<file path="config.mk">
export PLATFORM = sky130hd
export DESIGN_NAME = handshake_loop_token_gen_flat
export DESIGN_NICKNAME = d
export VERILOG_FILES = /design/src/rtl/handshake_loop_token_gen_pkg.sv /design/src/rtl/handshake_loop_token_gen_if.sv /design/src/rtl/handshake_loop_token_gen_loop_iter_counter.sv /design/src/rtl/handshake_loop_token_gen.sv /design/src/flat_wrapper.sv
export SDC_FILE = /design/constraint.sdc
export NUM_CORES = 1
export LEC_CHECK = 0
export ABC_AREA = 1
export ABC_CLOCK_PERIOD_IN_PS = 3400
export CAP_MARGIN = 5
export CORE_ASPECT_RATIO = 1.25
export CORE_MARGIN = 2
export CORE_UTILIZATION = 25
export CTS_BUF_LIST = sky130_fd_sc_hd__clkbuf_16
export CTS_CLUSTER_SIZE = 14
export DETAILED_ROUTE_END_ITERATION = 12
export PLACE_DENSITY = 0.54
export SLEW_MARGIN = 20
export SYNTH_ARGS = -nofsm -noshare
export SYNTH_HDL_FRONTEND = slang
export SYNTH_SLANG_ARGS = --single-unit
</file>
<file path="constraint.sdc">
create_clock -name clk -period 3.4 [get_ports clk]
set_input_delay 0.68 -clock clk [delete_from_list [all_inputs] [get_ports clk]]
set_output_delay 0.68 -clock clk [all_outputs]
set_load 0.05 [all_outputs]
</file>
<file path="src/rtl/handshake_loop_token_gen_pkg.sv">
// Shared types and constants for the loop token generator.
// Latency: n/a (package only).
// Backpressure: n/a (package only).
//
// Contents:
//   LOOP_CNT_WIDTH_DEFAULT - default width of trip count / iteration index
//   loop_state_t           - sequencer state (IDLE, ISSUE, DONE), 2-bit encoding
package handshake_loop_pkg;

   localparam int LOOP_CNT_WIDTH_DEFAULT = 16;

   typedef enum logic [1:0] {
      IDLE  = 2'd0,
      ISSUE = 2'd1,
      DONE  = 2'd2
   } loop_state_t;

endpackage : handshake_loop_pkg

</file>
<file path="src/rtl/handshake_loop_token_gen_if.sv">
// Bundle of the three valid/ready channels around the loop token generator.
// Latency: n/a (wiring only).
// Backpressure: n/a (wiring only).
//
// Optional macro LOOP_TOKEN_GEN_INDEX_EN adds the ctrl_idx signal.
// Modports:
//   master - the token generator: consumes the start token, sources ctrl/done tokens
//   slave  - the surrounding control network: sources start, sinks ctrl/done
interface handshake_loop_token_gen_if #(
   parameter int CNT_WIDTH = handshake_loop_pkg::LOOP_CNT_WIDTH_DEFAULT
);

   // start channel (trip count N rides on the start token)
   logic [CNT_WIDTH-1:0] start_count;
   logic                 start_valid;
   logic                 start_ready;

   // per-iteration control channel
   logic                 ctrl_valid;
   logic                 ctrl_ready;
`ifdef LOOP_TOKEN_GEN_INDEX_EN
   logic [CNT_WIDTH-1:0] ctrl_idx;
`endif

   // loop-complete channel
   logic                 done_valid;
   logic                 done_ready;
   logic [CNT_WIDTH-1:0] done_count;

   modport master (
      input  start_count, start_valid, ctrl_ready, done_ready,
`ifdef LOOP_TOKEN_GEN_INDEX_EN
      output ctrl_idx,
`endif
      output start_ready, ctrl_valid, done_valid, done_count
   );

   modport slave (
      output start_count, start_valid, ctrl_ready, done_ready,
`ifdef LOOP_TOKEN_GEN_INDEX_EN
      input  ctrl_idx,
`endif
      input  start_ready, ctrl_valid, done_valid, done_count
   );

endinterface : handshake_loop_token_gen_if

</file>
<file path="src/rtl/handshake_loop_token_gen_loop_iter_counter.sv">
// Iteration counter with load, step and terminal-count flag for the loop sequencer.
// Latency: count updates one cycle after load_i/step_i; term_o is decoded from the registered count.
// Backpressure: none; the owner decides when to step.
//
// Optional macro LOOP_TOKEN_GEN_INDEX_EN:
//   defined   - up-counter from 0, term_o when cnt == limit_i-1, count exported on cnt_o
//   undefined - down-counter loaded with load_val_i-1, term_o when cnt == 0
// Ports: clk, rst (sync active-high), load_i, step_i, limit_i/cnt_o or load_val_i, term_o.
module loop_iter_counter
   import handshake_loop_pkg::*;
#(
   parameter int CNT_WIDTH = LOOP_CNT_WIDTH_DEFAULT
) (
   input  logic                 clk,
   input  logic                 rst,
   input  logic                 load_i,
   input  logic                 step_i,
`ifdef LOOP_TOKEN_GEN_INDEX_EN
   input  logic [CNT_WIDTH-1:0] limit_i,
   output logic [CNT_WIDTH-1:0] cnt_o,
`else
   input  logic [CNT_WIDTH-1:0] load_val_i,
`endif
   output logic                 term_o
);

   logic [CNT_WIDTH-1:0] cnt_q;
   logic [CNT_WIDTH-1:0] cnt_d;

   always_comb begin
      cnt_d = cnt_q;
      if (load_i) begin
`ifdef LOOP_TOKEN_GEN_INDEX_EN
         cnt_d = '0;
`else
         // N==0 wraps to all-ones here, but the sequencer skips ISSUE for
         // N==0 so this value is never stepped or tested.
         cnt_d = load_val_i - CNT_WIDTH'(1);
`endif
      end else if (step_i) begin
`ifdef LOOP_TOKEN_GEN_INDEX_EN
         cnt_d = cnt_q + CNT_WIDTH'(1);
`else
         cnt_d = cnt_q - CNT_WIDTH'(1);
`endif
      end
   end

   always_ff @(posedge clk) begin
      if (rst) begin
         cnt_q <= '0;
      end else begin
         cnt_q <= cnt_d;
      end
   end

`ifdef LOOP_TOKEN_GEN_INDEX_EN
   // limit_i is latched in the same cycle as the load, so it is stable
   // for the whole issue phase. The owner never steps past the terminal
   // count, so the index never reaches limit_i and cannot wrap.
   assign term_o = (cnt_q == (limit_i - CNT_WIDTH'(1)));
   assign cnt_o  = cnt_q;
`else
   assign term_o = (cnt_q == '0);
`endif

endmodule : loop_iter_counter

</file>
<file path="src/rtl/handshake_loop_token_gen.sv">
// Loop sequencer: one start token with trip count N -> N control tokens -> one done token.
// Latency: first ctrl token 1 cycle after start accept; done 1 cycle after last ctrl handshake (N+2 cycles total, 2 for N==0).
// Backpressure: ctrl and done hold stable until accepted; start_ready stays low until the done token is consumed.
//
// Optional macro LOOP_TOKEN_GEN_INDEX_EN: when defined, bus.ctrl_idx carries the iteration
// index 0..N-1; when undefined the index is not exported and an internal down-counter is used.
// Ports:
//   clk  - clock
//   rst  - synchronous active-high reset; aborts any loop in flight without a done token
//   bus  - master side of handshake_loop_token_gen_if (start, ctrl, done channels)
// All outputs come straight from registers; there is no combinational path
// from any ready input to any valid output or vice versa.
module handshake_loop_token_gen
   import handshake_loop_pkg::*;
#(
   parameter int CNT_WIDTH = LOOP_CNT_WIDTH_DEFAULT
) (
   input  logic                        clk,
   input  logic                        rst,
   handshake_loop_token_gen_if.master  bus
);

   loop_state_t          state_q;
   logic                 start_ready_q;
   logic                 ctrl_valid_q;
   logic                 done_valid_q;
   logic [CNT_WIDTH-1:0] count_q;

   logic                 start_hs;
   logic                 ctrl_hs;
   logic                 last_tok;
`ifdef LOOP_TOKEN_GEN_INDEX_EN
   logic [CNT_WIDTH-1:0] idx;
`endif

   assign start_hs = start_ready_q && bus.start_valid;
   assign ctrl_hs  = ctrl_valid_q && bus.ctrl_ready;

   // Stepping stops at the terminal count so the counter never wraps,
   // even for the maximum trip count.
   loop_iter_counter #(
      .CNT_WIDTH (CNT_WIDTH)
   ) u_iter (
      .clk        (clk),
      .rst        (rst),
      .load_i     (start_hs),
      .step_i     (ctrl_hs && !last_tok),
`ifdef LOOP_TOKEN_GEN_INDEX_EN
      .limit_i    (count_q),
      .cnt_o      (idx),
`else
      .load_val_i (bus.start_count),
`endif
      .term_o     (last_tok)
   );

   always_ff @(posedge clk) begin
      if (rst) begin
         state_q       <= IDLE;
         start_ready_q <= 1'b1;
         ctrl_valid_q  <= 1'b0;
         done_valid_q  <= 1'b0;
         count_q       <= '0;
      end else begin
         case (state_q)
            IDLE: begin
               if (start_hs) begin
                  count_q       <= bus.start_count;
                  start_ready_q <= 1'b0;
                  if (bus.start_count == '0) begin
                     state_q      <= DONE;
                     done_valid_q <= 1'b1;
                  end else begin
                     state_q      <= ISSUE;
                     ctrl_valid_q <= 1'b1;
                  end
               end
            end
            ISSUE: begin
               if (ctrl_hs && last_tok) begin
                  state_q      <= DONE;
                  ctrl_valid_q <= 1'b0;
                  done_valid_q <= 1'b1;
               end
            end
            DONE: begin
               // done_valid is high for the whole state, so done_ready alone
               // is the handshake. start_ready only rises next cycle, which
               // keeps a simultaneous start from being taken here.
               if (bus.done_ready) begin
                  state_q       <= IDLE;
                  done_valid_q  <= 1'b0;
                  start_ready_q <= 1'b1;
               end
            end
            default: begin
               state_q       <= IDLE;
               start_ready_q <= 1'b1;
               ctrl_valid_q  <= 1'b0;
               done_valid_q  <= 1'b0;
            end
         endcase
      end
   end

   assign bus.start_ready = start_ready_q;
   assign bus.ctrl_valid  = ctrl_valid_q;
   assign bus.done_valid  = done_valid_q;
   assign bus.done_count  = count_q;
`ifdef LOOP_TOKEN_GEN_INDEX_EN
   assign bus.ctrl_idx    = idx;
`endif

endmodule : handshake_loop_token_gen

</file>
<file path="src/flat_wrapper.sv">
// flat-port wrapper written by rule: the top's interface ports become plain ports
module handshake_loop_token_gen_flat import handshake_loop_pkg::*;
#(
   parameter int CNT_WIDTH = LOOP_CNT_WIDTH_DEFAULT
)
  (clk, rst, bus_start_count, bus_start_valid, bus_ctrl_ready, bus_done_ready, bus_start_ready, bus_ctrl_valid, bus_done_valid, bus_done_count);
  handshake_loop_token_gen_if #(.CNT_WIDTH(CNT_WIDTH)) bus_i ();
  input  logic clk;
  input  logic rst;
  input wire logic [$bits(bus_i.start_count)-1:0] bus_start_count;
  input wire logic [$bits(bus_i.start_valid)-1:0] bus_start_valid;
  input wire logic [$bits(bus_i.ctrl_ready)-1:0] bus_ctrl_ready;
  input wire logic [$bits(bus_i.done_ready)-1:0] bus_done_ready;
  output wire logic [$bits(bus_i.start_ready)-1:0] bus_start_ready;
  output wire logic [$bits(bus_i.ctrl_valid)-1:0] bus_ctrl_valid;
  output wire logic [$bits(bus_i.done_valid)-1:0] bus_done_valid;
  output wire logic [$bits(bus_i.done_count)-1:0] bus_done_count;
  assign bus_i.start_count = bus_start_count;
  assign bus_i.start_valid = bus_start_valid;
  assign bus_i.ctrl_ready = bus_ctrl_ready;
  assign bus_i.done_ready = bus_done_ready;
  assign bus_start_ready = bus_i.start_ready;
  assign bus_ctrl_valid = bus_i.ctrl_valid;
  assign bus_done_valid = bus_i.done_valid;
  assign bus_done_count = bus_i.done_count;
  handshake_loop_token_gen #(.CNT_WIDTH(CNT_WIDTH)) u_core (.clk(clk), .rst(rst), .bus(bus_i));
endmodule
</file>
==> results.json <==
{
  "worstHoldStart": "u_core.bus.done_valid",
  "ir_drop_v": 0.000186,
  "grt_max_degree": 27,
  "yosys.area_share.simple": 0.457,
  "worst_pin_slew_ns": 0.750,
  "path_class": "in2reg",
  "routed_wl_um": 6060,
  "grt_pass1_wl_um": 10200,
  "cp.required_ns": 3.58,
  "cts_tree": "yes",
  "fin_util": 0.326,
  "crit_arrival_ns": 2.70,
  "setup_tns_ns": 0,
  "holdPathEnd": "u_core.bus.done_valid",
  "synth_seq_cells": 37,
  "insertion_delay_ns": 0.28,
  "synth_edf_count": 0,
  "slew_headroom": 0.499,
  "first_pass_iters": 4,
  "fin_cells": 527,
  "synth_ff_type": "dfxtp_1",
  "dp.final_hpwl_um": 4720,
  "grt_pass1_vias": 2154,
  "synth_cell_types": 25,
  "port_buffers": 39,
  "numCtsBuffers": 5,
  "antenna_found_initial": 0,
  "vias": 2243,
  "synthMuxAreaShare": 0,
  "synthArstFlopShare": 0,
  "netlist_top_cells_count": "77 x nand2_1, 62 x nor2_1, 46 x inv_1",
  "drtIter0Drc": 121,
  "root_buffer": "clkbuf_16",
  "synthXorXnorAreaFrac": 0.00369,
  "synth_top_family_by_area": "simple AND/OR/NAND/NOR gates",
  "synth_compound_area_frac": 0.101,
  "drive_gt1_frac": 0.124,
  "ant_nets": 0,
  "yosysMostFrequentCell": "nand2_1",
  "dieArea_mm2": 0.0103,
  "fin_crit_sh": 0.741,
  "hold_viol": 0,
  "synth.top_cell.area_share": 0.312,
  "reg2regPathDepth": 10,
  "reg2reg_from": "u_core.bus.start_ready",
  "die_width_um": 91.1,
  "rsz0062_at_grt": "no",
  "yosysTopAreaCell": "dfxtp_1",
  "cts.sinks": 37,
  "setup_ws_ns": 0.879,
  "drc": 0,
  "globalRouteOverflowTotal": 0,
  "cts_max_path_buffers": 2,
  "cp-end-kind": "register",
  "final_net_count": 425,
  "ys_seq_area_frac": 0.312,
  "place_ws_ns": 0.590,
  "htreeDepth": 2,
  "grtUsageTotal": 0.123,
  "maxCapViolations": 0,
  "powerDensity_mw_per_mm2": 594,
  "crit_fanout": 11,
  "clk_pin_slew_ns": 0.06,
  "rows": 39,
  "synth_warnings": 0,
  "hold_class": "reg2reg",
  "syn_nets": 388,
  "core_area_mm2": 0.00917,
  "vias_per_cell": 4.26,
  "period_needed_ns": 2.52,
  "dp.cells": 519,
  "drv_slew": 0,
  "synthTopCellsByArea": "dfxtp_1 31%, nand2_1 12%, nor2_1 9.8%",
  "die_y_um": 113,
  "postSynthCellCount": 366,
  "r2r-end": "u_core.u_iter.cnt_q[8]",
  "max_freq_mhz": 397,
  "setup-violations-final": 0,
  "regToRegSetupSlack_ns": 1.40,
  "start_util": 0.259,
  "p_leak_nw": 1.36,
  "syn2layout_area_growth_pct": 26.2,
  "fillers": 1030,
  "cts_resized": 0,
  "cts_hold_buf": 0,
  "whs_path_depth": 2,
  "synthesis.area_mm2": 0.00237,
  "diodes": 0,
  "synthAdderAreaFrac": 0.00527,
  "start_kind": "input port",
  "fin_skew_ns": 0.00229,
  "avgSynthCellArea_um2": 6.48,
  "gp_congestion": 0.839,
  "status": "finished, final reports clean",
  "cts_setup_buffers": 0,
  "routedWlPerCell_um": 11.5,
  "pin_count": 40
}
-- final cells by class --
cell class	instances	area, µm²	area share
clock buffers	5	125	0.0418
clock inverters	3	13.8	0.00460
inverters	50	188	0.0627
multi-input cells	265	1350	0.449
flip-flops and latches	37	741	0.247
well taps	123	154	0.0514
repair buffers	44	428	0.143
-- report_power, final --
part / leakage (nW) / switching [mW] / internal, mW
logic: 0.983 / 0.506 / 0.263
registers: 0.306 / 0.0548 / 0.509
clock network: 0.0748 / 0.179 / 0.266
-- cells in the final DEF (no fill, tap or decap), drive strengths merged, types with 2 or more instances in the layout --
cell	n
a21oi	12
buf	5
clkdlybuf4s50	39
a211oi	6
dfxtp	37
nand3	41
clkbuf	5
clkinv	2
nand4	2
nor2	76
o21ai	27
nand3b	3
inv	51
nand2	96
-- logic make-up (layout without fill, tap and decap cells) --
group / after synthesis / in the layout
XOR/XNOR: 1 / 1
AND/OR/NAND/NOR: 218 / 218
flip-flops: 37 / 37
AO/OA/AOI/OAI: 45 / 45
adder cells (fa/ha/maj): 1 / 1
buffers and inverters: 64 / 102
-- critical path: stages --
cell and delay [ns]:
clkdlybuf4s50_1 0.65, buf_4 0.24, nand3_1 0.09, nand2_1 0.18, ha_1 0.22, nand3_1 0.18, nor2_4 0.19, nand2_1 0.06
nand2_1 0.05, nand3_1 0.06, nand2_1 0.06, inv_1 0.03
-- worst max path at each step --
stage / start / to / slack (ns) / cells after the start
after detailed placement: bus_start_valid / u_core.u_iter.cnt_q[12] / 0.59 / 12
after floorplan: bus_start_valid / u_core.u_iter.cnt_q[10] / 1.48 / 12
after CTS: bus_start_valid / u_core.u_iter.cnt_q[12] / 0.88 / 12
after global placement: bus_start_valid / u_core.u_iter.cnt_q[12] / 0.65 / 12
final: bus_start_valid / u_core.u_iter.cnt_q[10] / 0.88 / 12
after global routing: bus_start_valid / u_core.u_iter.cnt_q[8] / 0.69 / 10
-- registers in the layout, summed over array words and instances (netlist names) --
name / flops
u_core.bus.done_count: 16
u_core.bus.ctrl_valid: 1
u_core.u_iter.cnt_q: 16
u_core.bus.start_ready: 1
u_core.bus.done_valid: 1
u_core.state_q: 2
-- routing by layer --
metal	global-route usage	share of wire	up-vias
li1	-	-	1215
met1	0.140	0.45	991
met2	0.226	0.50	33
met3	0.0286	0.035	4
met4	0.0424	0.0097	0
met5	0	0	-
-- metrics by stage --
step | area [µm²] | hold WS, ns | power [mW]
CTS | 2990 | 0.468 | 1.80
global placement | 2860 | 0.451 | 1.35
finish | 2990 | 0.462 | 1.78
detailed placement | 2860 | 0.458 | 1.35
floorplan | 2370 | 0.441 | 1.16
global route | 2990 | 0.495 | 1.91
Note: power is estimated with default switching activity, not from simulation.
